[src/rtl/uart_pkg.sv]
// Shared UART definitions: parity encodings, rx FSM states, oversampling
// constants and a 2-of-3 majority helper, for uart_rx_os and uart_tx_os.
package uart_pkg;

    localparam int OVERSAMPLE = 16;
    localparam int DIV_W_DEF  = 16;

    localparam logic [3:0] VOTE_S0     = 4'd7;
    localparam logic [3:0] VOTE_S1     = 4'd8;
    localparam logic [3:0] VOTE_S2     = 4'd9;
    localparam logic [3:0] LAST_SAMPLE = 4'd15;

    localparam logic [1:0] PAR_NONE = 2'd0;
    localparam logic [1:0] PAR_ODD  = 2'd1;
    localparam logic [1:0] PAR_EVEN = 2'd2;

    typedef enum logic [2:0] {
        IDLE,
        START,
        DATA,
        PARITY,
        STOP1,
        STOP2,
        WAIT_IDLE
    } rx_state_e;

    function automatic logic maj3(input logic a, input logic b, input logic c);
        return (a & b) | (a & c) | (b & c);
    endfunction

endpackage

[src/rtl/uart_os_tick.sv]
// Oversampling tick generator: counts 0..div while enabled, one tick at wrap.
// Ports: Clk, Rst_n, en (run), clr (restart count), div (period-1), tick out.
module uart_os_tick
    import uart_pkg::*;
#(
    parameter int DIV_W = DIV_W_DEF
) (
    input  logic             Clk,
    input  logic             Rst_n,
    input  logic             en,
    input  logic             clr,
    input  logic [DIV_W-1:0] div,
    output logic             tick
);

    logic [DIV_W-1:0] cnt;

    always_ff @(posedge Clk or negedge Rst_n) begin
        if (!Rst_n) begin
            cnt <= '0;
        end else if (clr || !en) begin
            cnt <= '0;
        end else if (cnt == div) begin
            cnt <= '0;
        end else begin
            cnt <= cnt + 1'b1;
        end
    end

    assign tick = en && !clr && (cnt == div);

endmodule

[src/rtl/uart_rx_os.sv]
// UART receiver, 16x oversampling with 2-of-3 vote, runtime baud divisor.
// Ports: Clk, Rst_n, baud_div, parity_mode, two_stop, uart_rx in;
// data_out, rx_valid, parity_err, frame_err, break_det, busy out.
module uart_rx_os #(
    parameter int DATA_BITS  = 8,
    parameter int OVERSAMPLE = 16,
    parameter int DIV_W      = uart_pkg::DIV_W_DEF
) (
    input  logic                 Clk,
    input  logic                 Rst_n,
    input  logic [DIV_W-1:0]     baud_div,
    input  logic [1:0]           parity_mode,
    input  logic                 two_stop,
    input  logic                 uart_rx,
    output logic [DATA_BITS-1:0] data_out,
    output logic                 rx_valid,
    output logic                 parity_err,
    output logic                 frame_err,
    output logic                 break_det,
    output logic                 busy
);
    import uart_pkg::*;

    if (OVERSAMPLE != uart_pkg::OVERSAMPLE || DATA_BITS < 5 || DATA_BITS > 9)
    begin : g_bad_param
        $error("uart_rx_os: unsupported DATA_BITS or OVERSAMPLE");
    end

    localparam logic [3:0] LAST_BIT = 4'(DATA_BITS - 1);

    rx_state_e state, state_n;

    logic                 sync1, rxs, rxs_d;
    logic [1:0]           warm;
    logic                 armed;
    logic                 fall;
    logic [DIV_W-1:0]     div_l;
    logic [1:0]           mode_l;
    logic                 two_l;
    logic                 tick;
    logic [3:0]           scnt;
    logic [3:0]           bcnt;
    logic                 v7, v8;
    logic                 vote;
    logic                 decide, bit_end;
    logic [DATA_BITS-1:0] sh;
    logic                 pbit;
    logic                 stop1_v;
    logic                 par_en;
    logic                 finish;
    logic                 stop_ok;
    logic                 first_stop;
    logic                 brk;

    // Edges are armed only once the synchroniser holds a real high
    // sample, so a line that is low at reset release is not a start.
    always_ff @(posedge Clk or negedge Rst_n) begin
        if (!Rst_n) begin
            sync1 <= 1'b1;
            rxs   <= 1'b1;
            rxs_d <= 1'b1;
            warm  <= 2'b00;
            armed <= 1'b0;
        end else begin
            sync1 <= uart_rx;
            rxs   <= sync1;
            rxs_d <= rxs;
            warm  <= {warm[0], 1'b1};
            armed <= armed | (warm[1] & rxs);
        end
    end

    assign fall = armed & rxs_d & ~rxs;
    assign busy = (state != IDLE);

    uart_os_tick #(
        .DIV_W (DIV_W)
    ) u_tick (
        .Clk   (Clk),
        .Rst_n (Rst_n),
        .en    (busy),
        .clr   (fall && state == IDLE),
        .div   (div_l),
        .tick  (tick)
    );

    assign vote    = maj3(v7, v8, rxs);
    assign decide  = tick && (scnt == VOTE_S2);
    assign bit_end = tick && (scnt == LAST_SAMPLE);
    assign par_en  = (mode_l == PAR_ODD) || (mode_l == PAR_EVEN);

    assign finish = decide &&
        ((state == STOP1 && !two_l) || state == STOP2);
    assign first_stop = (state == STOP2) ? stop1_v : vote;
    assign stop_ok    = vote && first_stop;
    assign brk = ~|sh && !(par_en && pbit) && !first_stop;

    always_ff @(posedge Clk or negedge Rst_n) begin
        if (!Rst_n) begin
            state <= IDLE;
        end else begin
            state <= state_n;
        end
    end

    always_comb begin
        state_n = state;
        unique case (state)
            IDLE: begin
                if (fall) state_n = START;
            end
            START: begin
                if (decide && vote) state_n = IDLE;
                else if (bit_end)   state_n = DATA;
            end
            DATA: begin
                if (bit_end && bcnt == LAST_BIT)
                    state_n = par_en ? PARITY : STOP1;
            end
            PARITY: begin
                if (bit_end) state_n = STOP1;
            end
            STOP1: begin
                if (decide && !two_l)
                    state_n = vote ? IDLE : WAIT_IDLE;
                else if (bit_end && two_l)
                    state_n = STOP2;
            end
            STOP2: begin
                if (decide) state_n = stop_ok ? IDLE : WAIT_IDLE;
            end
            WAIT_IDLE: begin
                if (tick && rxs && scnt == LAST_SAMPLE) state_n = IDLE;
            end
            default: state_n = IDLE;
        endcase
    end

    always_ff @(posedge Clk or negedge Rst_n) begin
        if (!Rst_n) begin
            div_l      <= '0;
            mode_l     <= PAR_NONE;
            two_l      <= 1'b0;
            scnt       <= '0;
            bcnt       <= '0;
            v7         <= 1'b1;
            v8         <= 1'b1;
            sh         <= '0;
            pbit       <= 1'b0;
            stop1_v    <= 1'b1;
            data_out   <= '0;
            rx_valid   <= 1'b0;
            parity_err <= 1'b0;
            frame_err  <= 1'b0;
            break_det  <= 1'b0;
        end else begin
            rx_valid <= 1'b0;

            if (state == IDLE && fall) begin
                div_l  <= baud_div;
                mode_l <= parity_mode;
                two_l  <= two_stop;
                scnt   <= '0;
                bcnt   <= '0;
            end else if (finish) begin
                scnt <= '0;
            end else if (state == WAIT_IDLE && !rxs) begin
                // Restart the 16-tick idle qualification on any low.
                scnt <= '0;
            end else if (tick) begin
                scnt <= scnt + 1'b1;
            end

            if (tick && scnt == VOTE_S0) v7 <= rxs;
            if (tick && scnt == VOTE_S1) v8 <= rxs;

            if (decide && state == DATA)   sh      <= {vote, sh[DATA_BITS-1:1]};
            if (decide && state == PARITY) pbit    <= vote;
            if (decide && state == STOP1)  stop1_v <= vote;

            if (bit_end && state == DATA) bcnt <= bcnt + 1'b1;

            if (finish) begin
                rx_valid   <= 1'b1;
                data_out   <= sh;
                parity_err <= par_en &&
                    ((mode_l == PAR_ODD) ? ~^{sh, pbit} : ^{sh, pbit});
                frame_err  <= !stop_ok;
                break_det  <= !stop_ok && brk;
            end
        end
    end

endmodule

[config.mk]
export PLATFORM = sky130hd
export DESIGN_NAME = uart_rx_os
export DESIGN_NICKNAME = d
export VERILOG_FILES = /design/src/rtl/uart_pkg.sv /design/src/rtl/uart_os_tick.sv /design/src/rtl/uart_rx_os.sv
export SDC_FILE = /design/constraint.sdc
export NUM_CORES = 1
export LEC_CHECK = 0
export BUFFER_PORTS_ARGS = -buffer_cell sky130_fd_sc_hd__buf_4
export CORE_MARGIN = 2
export CORE_UTILIZATION = 59
export DETAILED_ROUTE_END_ITERATION = 16
export GPL_TIMING_DRIVEN = 0
export HOLD_SLACK_MARGIN = 0.02
export PLACE_DENSITY = 0.77
export RECOVER_POWER = 25
export SLEW_MARGIN = 20
export SYNTH_ARGS = -nofsm -noshare
export SYNTH_HDL_FRONTEND = slang
export SYNTH_SLANG_ARGS = --single-unit
[constraint.sdc]
create_clock -name Clk -period 2.9 [get_ports Clk]
set_clock_uncertainty 0.1 [all_clocks]
set_input_delay 0.145 -clock Clk [delete_from_list [all_inputs] [get_ports Clk]]
set_output_delay 0.145 -clock Clk [all_outputs]
set_load 0.01 [all_outputs]
# Word level (Yosys, flattened, before mapping)
# Index checks and enable logic that the tools add are counted.
# classes
add_sub_neg,3
n_eq_ne,21
muxes,24
bitwise_logic,10
n_reduce_logical,45
# op_table
cell,count
$mux W3,12
$mux W16,2
$logic_and A1 B1 Y1,26
$mux W4,6
$pmux W3 S7,1
$add A16 B1 Y16 const B,1
$eq A16 B16 Y1,1
$eq A4 B4 Y1 const B,3
$ne A2 B2 Y1 const B,5
$eq A3 B3 Y1 const B,3
$reduce_xnor A9 Y1,1
$reduce_xor A9 Y1,1
$add A4 B1 Y4 const B,2
$eq A4 B3 Y1 const B,2
$logic_not A1 Y1,8
$reduce_or A8 Y1,1
$reduce_and A7 Y1,1
$and A1 B1 Y1,6
$eq A3 B2 Y1 const B,2
$reduce_bool A4 Y1,1
$eq A3 B1 Y1 const B,1
$logic_not A3 Y1,1
$logic_or A1 B1 Y1,3
$mux W1,3
8 further kinds,10
# word_totals
register_bits,76
inputBits,22

# Logic depth before layout (Yosys ltp)
# Gate-level depths: netlist of the first run.
# logic_depth
depth_word,11
mapped_depth,8

# Hierarchy
# Synthesis of the first run repeated with hierarchy kept, for this count alone.
# hier_totals
cells_unflattened,382
area_unflattened_um2,3821.2
# modules_own_cells
mod,n_inst,cells_per_inst,area_each_um2
uart_rx_os,1,276,2788.9
uart_os_tick,1,106,1032.2

# Worst setup path before layout of the first run
# No wires, ideal clock.
# synth_path
path_kind,reg-to-reg
start,register u_tick.cnt[8]
end,register data_out[6]
arrival_time_ns,2.187
t_required_ns,2.673
slack_ns,0.486
path_stages_with_launch,7
n_path_buf,1
period_less_slack_ns,2.414
cell_sequence,dfrtp_1 -> xor2_1 -> nor4_1 -> nand4_2 -> a2111oi_4 -> buf_6 -> mux2_1
# synth_between
elab_chain_cells,4
# synth_rtl
element,line_no,text
start: declaration,uart_os_tick.sv:16,logic [DIV_W-1:0] cnt;
start signal: assignment,uart_os_tick.sv:26,cnt <= cnt + 1'b1;
$eq A16 B16 Y1,uart_os_tick.sv:30,assign tick = en && !clr && (cnt == div);
$logic_and A1 B1 Y1,uart_os_tick.sv:30,
$logic_and A1 B1 Y1,uart_rx_os.sv:88,assign decide = tick && (scnt == VOTE_S2);
$logic_and A1 B1 Y1,uart_rx_os.sv:92,assign finish = decide &&
via finish,uart_rx_os.sv:50,logic finish;
end signal: assignment,uart_rx_os.sv:185,data_out <= sh;
end: declaration,uart_rx_os.sv:15,"output logic [DATA_BITS-1:0] data_out,"
# The timed path passes the listed nets, and every way through them passes these cells.
# A chain may end at the register's enable or synchronous reset.

# Final worst setup path of the first run
# layout_path
start,register u_tick.cnt[0]
end,register u_tick.cnt[12]
# layout_between
elab_chain_cells,3
elab_cells_between_ends,4
cone_classes,1 x add/sub; 1 x eq/ne; 2 x mux
# layout_rtl
element,line_no,text
$add A16 B1 Y16 / $eq A16 B16 Y1 (equally long branches),"uart_os_tick.sv:26, uart_os_tick.sv:23",
$mux W16 *,uart_os_tick.sv:23,end else if (cnt == div) begin
$mux W16 *,uart_os_tick.sv:21,end else if (clr || !en) begin
# Every way passes the cells marked *; elsewhere a longest branch is shown, timed or not.

==> flow_summary.json, run 1 <==
{
  "vias": 2604,
  "setup_viol": 0,
  "initial_core_util": 0.614,
  "maxCapViolCount": 1,
  "io_buffers": 34,
  "topRoutingLayerUsed": "met4",
  "nets": 415,
  "cts_num_sinks": 76,
  "first_pass_iters": 4,
  "cts_buffers": 9,
  "clkLatencyLatePin_ns": 0.34,
  "synthMuxAreaShare": 0.129,
  "fin_crit_sh": 0.950,
  "synthSimpleGateAreaFrac": 0.129,
  "grt_pass1_wl_um": 11900,
  "overflow": 0,
  "synth_top_family_by_area": "multiplexers",
  "slew_headroom": -0.220,
  "syn_inst": 319,
  "layout-drive-gt1-share": 0.219,
  "drv_slew": 77,
  "fmax_ghz": 0.363,
  "crit_type": "flop to flop",
  "path_max_fanout": 10,
  "wl_met2_um": 3440,
  "seqPwrFrac": 0.466,
  "post-route-min-period_ns": 2.75,
  "synth_seq_cells": 76,
  "synthDistinctLibCells": 43,
  "die_y_um": 82.5,
  "async_flop_share": 1.00,
  "p_leak_nw": 1.96,
  "worstPathRequired_ns": 3.01,
  "drc": 0,
  "grt_max_degree": 77,
  "root_buffer": "clkbuf_8",
  "htree_levels": 3,
  "rsz0062_at_grt": "false",
  "mostFrequentLayoutCells": "dfrtp_1, mux2_2, nor2_1, xor2_1, buf_4",
  "gp_congestion": 0.884,
  "core_um2": 5920,
  "avgSynthCellArea_um2": 11.4,
  "postRouteAntennaNets": 0,
  "final_common_cell": "dfrtp_1",
  "antenna_found_initial": 0,
  "yosys_warnings": 0,
  "synth_area_um2": 3630,
  "crit_arrival_ns": 2.87,
  "wl_um": 7200,
  "cellInternalPower_w": 0.00199,
  "comb_power_share": 0.295,
  "wire_per_inst_um": 15.4,
  "dr_wl_met3_um": 365,
  "violations": "capacitance limit, slew limit",
  "p_per_area_nw_per_um2": 698,
  "grt_pass1_vias": 2523,
  "post-route-util": 0.733,
  "synthesis.nets": 347,
  "synth_compound_area_frac": 0.0668,
  "synthAdderAreaFrac": 0.0234,
  "areaGrowthSynthToFinish_pct": 19.4,
  "clockBufferDepth": 2,
  "via_per_inst": 5.58,
  "power_w": 0.00303,
  "worst_setup_path_start_kind": "flop",
  "tritoncts": "yes",
  "ys.flop_type": "dfrtp_1",
  "p_switching_w": 0.00104,
  "timing.hold.ws_ns": 0.257,
  "place_hpwl_um": 4770,
  "initialDrtViolationCount": 210,
  "pin_count": 35,
  "synth-edff-count": 0,
  "irDropWorstVdd_v": 0.000476,
  "core.rowCount": 28,
  "worstMarginPinSlew_ns": 1.83,
  "dieArea_um2": 6800,
  "ys_seq_area_frac": 0.525,
  "wl_met1_um": 3310,
  "synthXorXnorAreaFrac": 0.0988,
  "status": "finished, violations left",
  "cp-end-kind": "flop",
  "clkPwrFrac": 0.240,
  "die_x_um": 82.5,
  "grt_use_total": 0.232,
  "p_sw_frac": 0.342,
  "path_clk_slew_ns": 0.08,
  "hold_viol": 0,
  "antenna_cells": 0,
  "hp-class": "flop to flop"
}
-- layer usage --
layer | vias to the layer above | track usage
met3 | 10 | 0.0565
li1 | 1253 | -
met4 | 0 | 0.0639
met2 | 73 | 0.363
met1 | 1268 | 0.325
met5 | - | 0
-- Yosys cell counts, types with 3 or more instances --
master    number  area [um^2]
nand3_1       14         70.1
nor3_1         6         30.0
nor4_1         9         56.3
o21ai_0       11         55.1
and3_1         4         25.0
mux2_1         3         33.8
dfstp_2        6          158
dfrtp_1       70         1750
xor2_1        26          228
inv_1         14         52.6
a21oi_1        5         25.0
nor2_1        30          113
mux2_2        37          417
o31ai_1        3         22.5
nand4_1        4         25.0
nand2_1       18         67.6
ha_1           6         75.1
clkbuf_1       7         26.3
xnor2_1       15          131
-- flip-flops by register name, summed over array words and instances, names as in the netlist, 2 cells and up --
signal and count:
data_out 8, mode_l 2, u_tick.cnt 16, div_l 16, warm 2, state 3
bcnt 4, sh 8, scnt 4
-- per-stage QoR --
step / setup WS, ns / TNS, ns / instance area, um^2 / instances
6_report: 0.145 / 0 / 4340 / 467
5_1_grt: 0.0258 / 0 / 4340 / 467
4_1_cts: 0.0349 / 0 / 4370 / 465
3_5_place_dp: -0.0797 / -0.228 / 3980 / 428
3_3_place_gp: -0.0175 / -0.0458 / 3980 / 428
2_1_floorplan: 0.486 / 0 / 3630 / 319
-- critical path, stage by stage (launching register included) --
cell and delay (ns):
dfrtp_1 0.46, xor2_1 0.19, nor4_1 0.44, nand4_2 0.33, clkbuf_1 0.31, nand2_1 0.26
clkbuf_1 0.43, nor2_1 0.11
-- path summary, 6_finish.rpt --
path / start / end / slack (ns) / depth (start not counted)
setup / recovery: u_tick.cnt[0] / u_tick.cnt[12] / 0.15 / 7
hold / removal: warm[0] / warm[1] / 0.26 / 0
setup reg to reg: u_tick.cnt[0] / u_tick.cnt[12] / 0.15 / 7
hold reg to reg: warm[0] / warm[1] / 0.26 / 0
max in group asynchronous: Rst_n / u_tick.cnt[6] / 0.88 / 2
min in group asynchronous: Rst_n / warm[0] / 0.74 / 2
-- what timing repair did --
item	in CTS	in global routing
gates resized for setup	0	0
buffers inserted	0	2
pin swaps	1	2
hold buffers	21	0
endpoints found under the hold margin	90	0
endpoints found under the setup margin	3	11
-- power by group through the flow --
stage	logic [W]	registers, W	clock network (W)
after floorplan	0.000657	0.00139	0
after global placement	0.000845	0.00143	0
after detailed placement	0.000861	0.00143	0
after CTS	0.000890	0.00141	0.000746
after global routing	0.000986	0.00143	0.000790
final	0.000892	0.00141	0.000725
-- kinds of logic (layout without fill, tap and decap cells) --
group           after synthesis  count (layout)
xor+xnor                     41              41
other cells                   1               1
fa+ha+maj                     7               7
simple gates                 95              95
mux                          42              42
flops                        76              76
buf+inv                      23              96
compound gates               34              34
-- cell type report --
| type | count | area, um^2 |
|---|---|---|
| plain buffers | 9 | 42.5 |
| clock buffers | 11 | 141 |
| clock inverters | 5 | 36.3 |
| fillers | 438 | 1580 |
| inverters | 14 | 52.6 |
| multi-input cells | 220 | 1630 |
| flip-flops and latches | 76 | 1910 |
| well taps | 75 | 93.8 |
| repair buffers | 57 | 433 |
No activity file was read; power rests on OpenSTA's default activity.
==> run 2: changes to the inputs <==
--- a/config.mk
+++ b/config.mk
@@ -6,7 +6,7 @@
 export NUM_CORES = 1
 export LEC_CHECK = 0
 export BUFFER_PORTS_ARGS = -buffer_cell sky130_fd_sc_hd__buf_4
-export CORE_MARGIN = 2
+export CORE_ASPECT_RATIO = 2
 export CORE_UTILIZATION = 59
 export DETAILED_ROUTE_END_ITERATION = 16
 export GPL_TIMING_DRIVEN = 0
==> flow_summary.json, run 2 (same netlist as run 1, synthesis figures left out) <==
{
  "crit_slowest_cell": "o311a_1",
  "mostFrequentLayoutCells": "dfrtp_1, mux2_2, nor2_1, xor2_1, buf_4",
  "postRouteAntennaNets": 0,
  "seqPwrFrac": 0.412,
  "maxCapViolCount": 1,
  "drv_slew": 77,
  "initial_core_util": 0.610,
  "cts_num_sinks": 76,
  "worst_setup_path_start_kind": "flop",
  "setup.worst_path.end": "state[1]",
  "grt_max_degree": 77,
  "core.rowCount": 40,
  "grt_use_total": 0.259,
  "grt_pass1_wl_um": 12300,
  "r2r_cells": 6,
  "p_per_area_nw_per_um2": 767,
  "path_clk_slew_ns": 0.05,
  "top_regs": "div_l (16), u_tick.cnt (16)",
  "comb_power_share": 0.264,
  "tritoncts": "yes",
  "p_switching_w": 0.00106,
  "grt_pass1_vias": 2747,
  "die_x_um": 57.5,
  "place_hpwl_um": 5110,
  "hp-class": "flop to flop",
  "die_y_um": 113,
  "htree_levels": 3,
  "slowest_delay_ns": 0.45,
  "vias": 2647,
  "dieArea_um2": 6500,
  "gp_congestion": 0.917,
  "p_leak_nw": 2.05,
  "initialDrtViolationCount": 110,
  "areaGrowthSynthToFinish_pct": 23.1,
  "status": "finished, violations left",
  "layout-drive-gt1-share": 0.234,
  "worstPathRequired_ns": 3.02,
  "pin_count": 35,
  "tns_ns": 0,
  "crit_arrival_ns": 2.86,
  "worstSetupStartpoint": "u_tick.cnt[1]",
  "post-route-min-period_ns": 2.75,
  "post-route-util": 0.751,
  "hold_viol": 0,
  "clkLatencyLatePin_ns": 0.33,
  "violations": "DRC, capacitance limit, slew limit",
  "antenna_found_initial": 0,
  "rsz0062_at_grt": "false",
  "cts_buffers": 9,
  "crit_chain": "xor2_1, nor4_1, nand4_2, o311a_1, a2111o_1, mux2_2",
  "slew_headroom": -0.226,
  "irDropWorstVdd_v": 0.000490,
  "path_max_fanout": 8,
  "setup_viol": 0,
  "drc": 1,
  "p_sw_frac": 0.310,
  "wire_per_inst_um": 16.5,
  "cp-end-kind": "flop",
  "rr_startpoint": "u_tick.cnt[1]",
  "final_common_cell": "dfrtp_1",
  "fmax_ghz": 0.364,
  "crit_type": "flop to flop",
  "fin_crit_sh": 0.947,
  "r2r_slack_ns": 0.15,
  "wl_um": 7510,
  "cellInternalPower_w": 0.00237,
  "antenna_cells": 0,
  "regToRegEndpoint": "state[1]",
  "overflow": 0,
  "worstMarginPinSlew_ns": 1.84,
  "core_um2": 5960,
  "via_per_inst": 5.80,
  "clkPwrFrac": 0.324,
  "first_pass_iters": 10,
  "io_buffers": 34,
  "root_buffer": "clkbuf_16",
  "nets": 416,
  "clockBufferDepth": 2
}
run 2: power by group through the flow:
stage | sequential (W) | clock [W] | combinational (W)
floorplan | 0.00139 | 0 | 0.000657
global placement | 0.00143 | 0 | 0.000854
detailed placement | 0.00143 | 0 | 0.000872
CTS | 0.00141 | 0.00114 | 0.000914
global route | 0.00144 | 0.00117 | 0.000996
finish | 0.00141 | 0.00111 | 0.000906
run 2: repair_timing:
item	in CTS	in global routing
pin swaps	1	0
buffers inserted	3	1
hold buffers	21	0
endpoints found under the hold margin	90	0
resized for setup	2	2
endpoints found under the setup margin	23	26
cloned	0	0
run 2: cell type report:
type	instances	area [um^2]
Timing Repair Buffer	59	448
Clock buffer	11	253
Tap cell	63	78.8
Fill cell	426	1480
Sequential cell	76	1910
Multi-Input combinational cell	220	1640
Inverter	14	52.6
Clock inverter	5	50.0
Buffer	8	40.0
run 2: critical path, delay by kind of cell, from the launching register on:
family           cells  cell delay (ns)
multiplexers         1             0.26
XOR/XNOR             1             0.19
AO/OA/AOI/OAI        2             0.84
flip-flops           1             0.44
AND/OR/NAND/NOR      2             0.80
run 2: per-layer routing:
layer,vias up,wire [um],GRT usage
met2,55,4140,0.458
li1,1253,-,-
met4,0,390,0.177
met3,23,223,0.0549
met5,-,0,0
met1,1316,2760,0.260
run 2: through the flow:
step	instance area [um^2]	total power, W	cells	worst slack [ns]	hold slack [ns]
CTS	4520	0.00347	456	0.0392	0.252
detailed placement	3970	0.00231	416	-0.261	0.156
floorplan	3630	0.00204	319	0.486	-0.251
finish	4470	0.00343	456	0.153	0.252
global route	4470	0.00361	456	0.00848	0.265
global placement	3970	0.00228	416	-0.298	0.153
run 2: worst min-delay path by stage:
stage                     startpoint       to  slack (ns)  cells past startpoint
after floorplan                Rst_n    armed       -0.25                      0
after global placement       uart_rx    sync1        0.15                      1
after detailed placement     uart_rx    sync1        0.16                      1
after CTS                    warm[0]  warm[1]        0.25                      0
after global routing         warm[0]  warm[1]        0.27                      0
final                        warm[0]  warm[1]        0.25                      0
